**config.mk**
```make
export PLATFORM = sky130hd
export DESIGN_NAME = ir_prefetch_q_flat
export DESIGN_NICKNAME = d
export VERILOG_FILES = /design/src/rtl/ir_prefetch_q_if.sv /design/src/rtl/ir_prefetch_q.sv /design/src/flat_wrapper.sv
export SDC_FILE = /design/constraint.sdc
export NUM_CORES = 1
export LEC_CHECK = 0
export ABC_AREA = 1
export CAP_MARGIN = 20
export CORE_MARGIN = 8
export CORE_UTILIZATION = 40
export DETAILED_ROUTE_END_ITERATION = 10
export PLACE_DENSITY = 0.58
export REMOVE_ABC_BUFFERS = 1
export SKIP_LAST_GASP = 1
export SLEW_MARGIN = 20
export SYNTH_ARGS = -nofsm -noshare
export SYNTH_HDL_FRONTEND = slang
export SYNTH_SLANG_ARGS = --single-unit
```
**constraint.sdc**
```tcl
create_clock -name clk -period 2.7 [get_ports clk]
set_input_delay 0.27 -clock clk [delete_from_list [all_inputs] [get_ports clk]]
set_output_delay 0.27 -clock clk [all_outputs]
set_load 0.005 [all_outputs]
```
**src/rtl/ir_prefetch_q_if.sv**
```systemverilog
// Fetch/decode bundle for ir_prefetch_q: push handshake, IR load request, flush and status.
// master = fetch/decode control side, slave = the prefetch queue itself.
interface ir_prefetch_q_if #(
  parameter int WIDTH = 16,
  parameter int AW    = 2
);
  logic             flush;
  logic             in_valid;
  logic [WIDTH-1:0] in_data;
  logic             in_ready;
  logic             en_ir;
  logic [WIDTH-1:0] ir_out;
  logic             ir_valid;
  logic [AW:0]      count;

  modport master (
    output flush, in_valid, in_data, en_ir,
    input  in_ready, ir_out, ir_valid, count
  );

  modport slave (
    input  flush, in_valid, in_data, en_ir,
    output in_ready, ir_out, ir_valid, count
  );
endinterface

```
**src/rtl/ir_prefetch_q.sv**
```systemverilog
// Instruction register fed by a DEPTH-entry prefetch FIFO; flush invalidates queue and IR.
// Optional macro IR_BYPASS_EN: an empty-queue push with en_ir loads in_data straight into the IR.
module ir_prefetch_q #(
  parameter int WIDTH = 16,
  parameter int DEPTH = 4,
  parameter int AW    = 2
) (
  input logic clk,
  input logic clr,
  ir_prefetch_q_if.slave bus
);

  localparam logic [AW:0]   FULL    = (AW+1)'(DEPTH);
  localparam logic [AW:0]   CNT_ONE = (AW+1)'(1);
  localparam logic [AW-1:0] PTR_ONE = AW'(1);

  logic [WIDTH-1:0] mem [DEPTH];
  logic [AW-1:0]    wr_ptr;
  logic [AW-1:0]    rd_ptr;
  logic [AW:0]      count_q;
  logic [AW:0]      count_d;
  logic [WIDTH-1:0] ir_q;
  logic             ir_valid_q;
  logic             ready;
  logic             push;
  logic             pop;
  logic             bypass;

  // Readiness looks only at registered occupancy, so a full queue refuses a push even while popping.
  assign ready        = (count_q != FULL);
  assign bus.in_ready = ready;
  assign bus.ir_out   = ir_q;
  assign bus.ir_valid = ir_valid_q;
  assign bus.count    = count_q;

  always_comb begin
    bypass = 1'b0;
`ifdef IR_BYPASS_EN
    bypass = bus.in_valid && bus.en_ir && (count_q == '0) && !bus.flush;
`endif
    push    = bus.in_valid && ready && !bus.flush && !bypass;
    pop     = bus.en_ir && (count_q != '0) && !bus.flush;
    count_d = count_q;
    if (push && !pop) begin
      count_d = count_q + CNT_ONE;
    end else if (pop && !push) begin
      count_d = count_q - CNT_ONE;
    end
  end

  // Storage is deliberately left uncleared; the pointers alone define what is live.
  always_ff @(posedge clk) begin
    if (push && clr) begin
      mem[wr_ptr] <= bus.in_data;
    end
  end

  always_ff @(posedge clk or negedge clr) begin
    if (!clr) begin
      wr_ptr     <= '0;
      rd_ptr     <= '0;
      count_q    <= '0;
      ir_q       <= '0;
      ir_valid_q <= 1'b0;
    end else if (bus.flush) begin
      wr_ptr     <= '0;
      rd_ptr     <= '0;
      count_q    <= '0;
      ir_valid_q <= 1'b0;
    end else begin
      if (push) begin
        wr_ptr <= wr_ptr + PTR_ONE;
      end
      if (pop) begin
        rd_ptr     <= rd_ptr + PTR_ONE;
        ir_q       <= mem[rd_ptr];
        ir_valid_q <= 1'b1;
      end else if (bypass) begin
        ir_q       <= bus.in_data;
        ir_valid_q <= 1'b1;
      end else if (bus.en_ir) begin
        ir_valid_q <= 1'b0;
      end
      count_q <= count_d;
    end
  end

endmodule

```
**src/flat_wrapper.sv**
```systemverilog
// flat-port wrapper written by rule: the top's interface ports become plain ports
module ir_prefetch_q_flat 
#(
  parameter int WIDTH = 16,
  parameter int DEPTH = 4,
  parameter int AW    = 2
)
  (clk, clr, bus_flush, bus_in_valid, bus_in_data, bus_en_ir, bus_in_ready, bus_ir_out, bus_ir_valid, bus_count);
  ir_prefetch_q_if #(.WIDTH(WIDTH), .AW(AW)) bus_i ();
  input logic clk;
  input logic clr;
  input wire logic [$bits(bus_i.flush)-1:0] bus_flush;
  input wire logic [$bits(bus_i.in_valid)-1:0] bus_in_valid;
  input wire logic [$bits(bus_i.in_data)-1:0] bus_in_data;
  input wire logic [$bits(bus_i.en_ir)-1:0] bus_en_ir;
  output wire logic [$bits(bus_i.in_ready)-1:0] bus_in_ready;
  output wire logic [$bits(bus_i.ir_out)-1:0] bus_ir_out;
  output wire logic [$bits(bus_i.ir_valid)-1:0] bus_ir_valid;
  output wire logic [$bits(bus_i.count)-1:0] bus_count;
  assign bus_i.flush = bus_flush;
  assign bus_i.in_valid = bus_in_valid;
  assign bus_i.in_data = bus_in_data;
  assign bus_i.en_ir = bus_en_ir;
  assign bus_in_ready = bus_i.in_ready;
  assign bus_ir_out = bus_i.ir_out;
  assign bus_ir_valid = bus_i.ir_valid;
  assign bus_count = bus_i.count;
  ir_prefetch_q #(.WIDTH(WIDTH), .DEPTH(DEPTH), .AW(AW)) u_core (.clk(clk), .clr(clr), .bus(bus_i));
endmodule
```
After elaboration in Yosys (flattened, before gate mapping)
Memory sizes are Yosys's and may differ from the RTL's. A register that Yosys moved wholly into a read port is not among the register bits.
Cells that the tools add are included.
{ "word_totals": {"regBits": 8, "mem_bits_rw": 64, "output_inout_bits": 21, "wordCells": 40, "n_memories": 1} }
{ "op_classes": {"add_sub_neg": 4, "eq_ne": 1, "mux": 12, "bitwise_logic": 1, "n_reduce_logical": 17} }
{ "memory_table": {"columns": ["name", "words", "word_bits", "rd", "rd_ports_with_merged_regs", "wr", "line_no", "text"], "rows": [
  ["u_core.mem", 4, 16, 1, 1, 1, "ir_prefetch_q.sv:17", "logic [WIDTH-1:0] mem [DEPTH];"]
]} }
{ "op_table": {"columns": ["operator", "n"], "rows": [
  ["$mux 3", 3],
  ["$reduce_bool 3->1", 3],
  ["$mux 2", 4],
  ["$logic_and 1x1->1", 7],
  ["$mux 1", 5],
  ["$add 2x1->2 const B", 2],
  ["$logic_not 1->1", 4],
  ["$reduce_bool 2->1", 2],
  ["$add 3x1->3 const B", 1],
  ["$ne 3x3->1 const B", 1],
  ["$sub 3x1->3 const B", 1],
  ["$reduce_and 2->1", 1],
  ["$not 1->1", 1]
]} }

Depth between registers and ports, before layout
{ "depth": {"ltp_word": 8, "depth_mapped": 11, "depth_no_buf": 11} }

Least setup slack after synthesis
Ideal clock, no wire load.
{ "synth_timing": {"path_kind": "register to register", "startpoint": "reg u_core.count_q[2] (netlist: u_core.bus.count[2])", "endpoint": "mem u_core.mem[0][0], enable pin", "setup_time_ns": 0.389, "arrival_ns": 1.668, "required_time_ns": 2.311, "slack_ns": 0.643, "path_stages_with_launch": 6, "cell_sequence": "dfrtp_1 > nand2_1 > nand2_1 > nor2_1 > nand2_1 > nor2_1"} }
{ "synth_via": {"elab_chain_cells": 6} }
{ "synth_rtl": {"columns": ["item", "line_no", "text"], "rows": [
  ["start, declared", "ir_prefetch_q.sv:20", "logic [AW:0] count_q;"],
  ["start signal, assigned", "ir_prefetch_q.sv:84", "count_q <= count_d;"],
  ["$ne 3x3->1", "ir_prefetch_q.sv:30", "assign ready = (count_q != FULL);"],
  ["net bus_in_ready", "flat_wrapper.sv:16", "output wire logic [$bits(bus_i.in_ready)-1:0] bus_in_ready;"],
  ["$logic_and 1x1->1 (2 in a row)", "ir_prefetch_q.sv:41", "push = bus.in_valid && ready && !bus.flush && !bypass;"],
  ["$logic_and 1x1->1", "ir_prefetch_q.sv:53", "if (push && clr) begin"],
  ["$mux 1", "ir_prefetch_q.sv:53", null],
  ["$mux 1 (not written as such)", "ir_prefetch_q.sv:54", "mem[wr_ptr] <= bus.in_data;"],
  ["end, declared", "ir_prefetch_q.sv:17", null]
]} }
The timed path passes the listed nets, and every way through them passes these cells.

Worst setup path after layout
{ "layout_timing": {"startpoint": "in bus_flush", "endpoint": "reg u_core.count_q[2] (netlist: u_core.bus.count[2])"} }
{ "layout_via": {"elab_chain_cells": 6, "word_cells_on_any_way": 10, "cone_classes": "2 x mux; 8 x reduce/logical"} }
{ "layout_rtl": {"columns": ["item", "line_no", "text"], "rows": [
  ["start, declared", "flat_wrapper.sv:12", "input wire logic [$bits(bus_i.flush)-1:0] bus_flush;"],
  ["$logic_not 1->1", "ir_prefetch_q.sv:41, ir_prefetch_q.sv:42", null],
  ["$logic_and 1x1->1", "ir_prefetch_q.sv:42", "pop = bus.en_ir && (count_q != '0) && !bus.flush;"],
  ["$logic_not 1->1", "ir_prefetch_q.sv:44", "if (push && !pop) begin"],
  ["$logic_and 1x1->1", "ir_prefetch_q.sv:44", null],
  ["$mux 3", "ir_prefetch_q.sv:44", null],
  ["$mux 3", "ir_prefetch_q.sv:65", "end else if (bus.flush) begin"]
]} }
Parallel ways exist; a longest one is shown, timed or not.
A chain may end at the register's enable or synchronous reset.

==> run_results.csv <==
group,metric,value,unit
sta,setup_ws,753.1,ps
sta,fmax,513.6,MHz
global_routing,grt_pass1_wl,11490,um
cts,cts_tree,"built",
finish,drive_gt1_share,11.30,%
global_routing,grt_pass1_vias,2214,
worst_setup_path,r2r_start,"u_core.bus.count[2]",
sta,period_needed,1947,ps
place,dpl_worst_slack,410.3,ps
global_routing,grt_max_degree,35,
route,drc,0,
power,power_density,877.2,nW/um^2
worst_setup_path,startpoint_type,"input port",
worst_setup_path,crit_path_max_fanout,6,
worst_setup_path,rrSetupSlack,860,ps
place,placedCellCount,437,
worst_setup_path,end_kind,"register",
synth,synth_area,3538,sq um
cts,post-cts-setup-buffer-count,0,
sta,setup-violations-final,0,
route,vias_per_cell,4.969,
power,ir_drop,485.1,uV
synth,synth_cell_type_count,28,
synth,syn-instance-count,291,
sta,grt_setup_unrepaired,"no",
floorplanning,coreArea,8636,sq um
finish,fin_cells,453,
sta,max_slew.worst_pin.slew,549.3,ps
route,wl_per_cell,15.57,um
floorplanning,ios,42,
sta,post-route-period-util,72.11,%
cts,cts_made_buffers,9,
synth,yosysWarnings,0,
cts,clock_latency,350,ps
route,first_iter_violations,122,
place,portBuffers,41,
sta,slew_viol_final,0,
sta,fin_setup_tns,0,ps
power,total_power,3756,uW
sta,skew,9.010,ps
route,wl,7052,um
place,dp_hpwl,4459,um
cts,root_buffer,"clkbuf_8",
synth,yosysSeqAreaShare,71.29,%
worst_setup_path,reg2reg_depth,11,
synth,ys_top_cells_by_area,"edfxtp_1 54%, dfrtp_1 17%, nand2_1 6.3%, o21ai_0 5.1%, nor2_1 4.0%",
floorplanning,fp.dieH,110.1,um
route,antenna_left,0,
finish,num-nets-final,366,
worst_setup_path,reg2reg_to,"u_core.bus.count[2]",
cts,cts_buffer_depth,2,
power,p_leak,0.001651,uW
finish,multi_input_area,889.6,sq um
floorplanning,die_w,110.1,um
finish,layout_commonest_cell,"edfxtp_1",
route,vias,2251,
cts,cts_hold_buf,0,
cts,clk_pin_slew,90,ps
synth,yosysTopAreaCell,"edfxtp_1",
global_routing,grt_use_total,12.68,%
run,drv_cap,0,
finish,antennaDiodeCount,0,
synth,avgSynthCellArea,12.16,sq um
finish,final_cell_mix,"64 x edfxtp_1, 59 x nand2_1, 41 x clkdlybuf4s50_1",
worst_setup_path,arrival,2190,ps
place,gp_congestion,0.7660,
finish,area_growth,21.00,%
global_routing,gr-total-overflow,0,
finish,ff_latch_area,2522,sq um
finish,fill_cells,777,
route,drt_pass1_iterations,4,
cts,clkSinkCount,88,
sta,slew_headroom,63.34,%
floorplanning,die-area,12110,sq um
cts,cts_resized,0,
worst_hold_path,min_path_type,"in -> async",
worst_setup_path,worst-setup-path-type,"in -> reg",
status,outcome,"complete, no violations",
floorplanning,row_count,34,
worst_setup_path,cp.required,2950,ps
global_routing,antenna_found_initial,0,
cts,htree_levels,3,
synth,synth-seq-cells,88,
synth,synth_top_area_share,54.31,%
floorplanning,start_util,40.97,%
sta,hold_viol,0,
==> metal layers <==
| layer | global-route usage (%) | routed length [um] | vias up | part of all wire, % |
|---|---|---|---|---|
| met5 | 0 | 0 | - | 0 |
| met2 | 19.26 | 3252 | 43 | 46 |
| met1 | 16.70 | 3397 | 1109 | 48 |
| met3 | 4.709 | 353 | 4 | 5.0 |
| li1 | - | - | 1095 | - |
| met4 | 3.472 | 48 | 0 | 0.68 |
==> state kept, by name (all words and copies together) (netlist names) <==
name	count
u_core.mem	64
u_core.bus.ir_out	16
u_core.bus.count	3
u_core.rd_ptr	2
u_core.wr_ptr	2
u_core.bus.ir_valid	1
==> stage by stage <==
stage,hold WS [ps],util [%],cell area [sq um]
finish,341.3,49.58,4282
global route,371.4,49.58,4282
CTS,348.9,49.58,4282
detailed placement,468.5,47.19,4075
global placement,464.3,47.19,4075
floorplan,-25.59,-,3477
==> Yosys cell counts <==
master,count
nand3_4,1
nand2_4,1
nand3_1,2
clkbuf_2,1
o21ai_1,1
o22ai_1,16
clkbuf_1,4
nor2_2,1
a21oi_2,1
ha_1,4
xor2_1,1
fa_1,1
nand3b_1,1
nand2_1,59
inv_2,2
inv_6,1
buf_8,1
o21ai_0,36
o21ai_2,1
nor2_1,38
inv_1,13
buf_2,3
a21oi_1,3
nand2_2,9
dfrtp_1,24
nor2_8,1
buf_6,1
edfxtp_1,64
==> layout make-up <==
class                           count  share of cell area (%)
Timing Repair Buffer               48                   10.81
Sequential cell                    88                   58.91
Inverter                           16                   1.520
Clock buffer                       12                   3.624
Tap cell                          108                   3.156
Multi-Input combinational cell    177                   20.78
Clock inverter                      4                   1.198
==> worst max-delay path, stage by stage <==
cell and delay, ps:
clkdlybuf4s50_1 720, inv_2 150, nand3_4 140, inv_1 60, fa_1 370, xor2_1 180
nand3b_1 140, nand2_1 50, nand2_1 60, nand2_1 50
==> power by group <==
part / total, uW / switching [uW] / leakage [uW] / internal (uW)
combinational: 1080 / 569 / 0.000663 / 511
sequential: 1750 / 116 / 0.000883 / 1630
clock: 927 / 446 / 0.000105 / 481
total: 3760 / 1130 / 0.00165 / 2620
==> cell families after synthesis <==
| kind of cell | count (synthesis) | share of synthesized area, % |
|---|---|---|
| simple gates | 113 | 13.93 |
| flops | 88 | 71.29 |
| compound gates | 58 | 8.981 |
| buf+inv | 26 | 3.571 |
| xor+xnor | 1 | 0.2476 |
| fa+ha+maj | 5 | 1.980 |
==> how the worst max path moves through the flow <==
stage | endpoint | from | depth (start not counted)
6_report | u_core.bus.count[2] | bus_flush | 10
2_1_floorplan | u_core.mem[0][0] | u_core.bus.count[2] | 5
3_5_place_dp | u_core.bus.count[2] | bus_flush | 10
3_3_place_gp | u_core.bus.count[2] | bus_flush | 10
4_1_cts | u_core.bus.count[2] | bus_flush | 10
5_1_grt | u_core.bus.count[2] | bus_flush | 10
No activity file was read; power rests on OpenSTA's default activity.
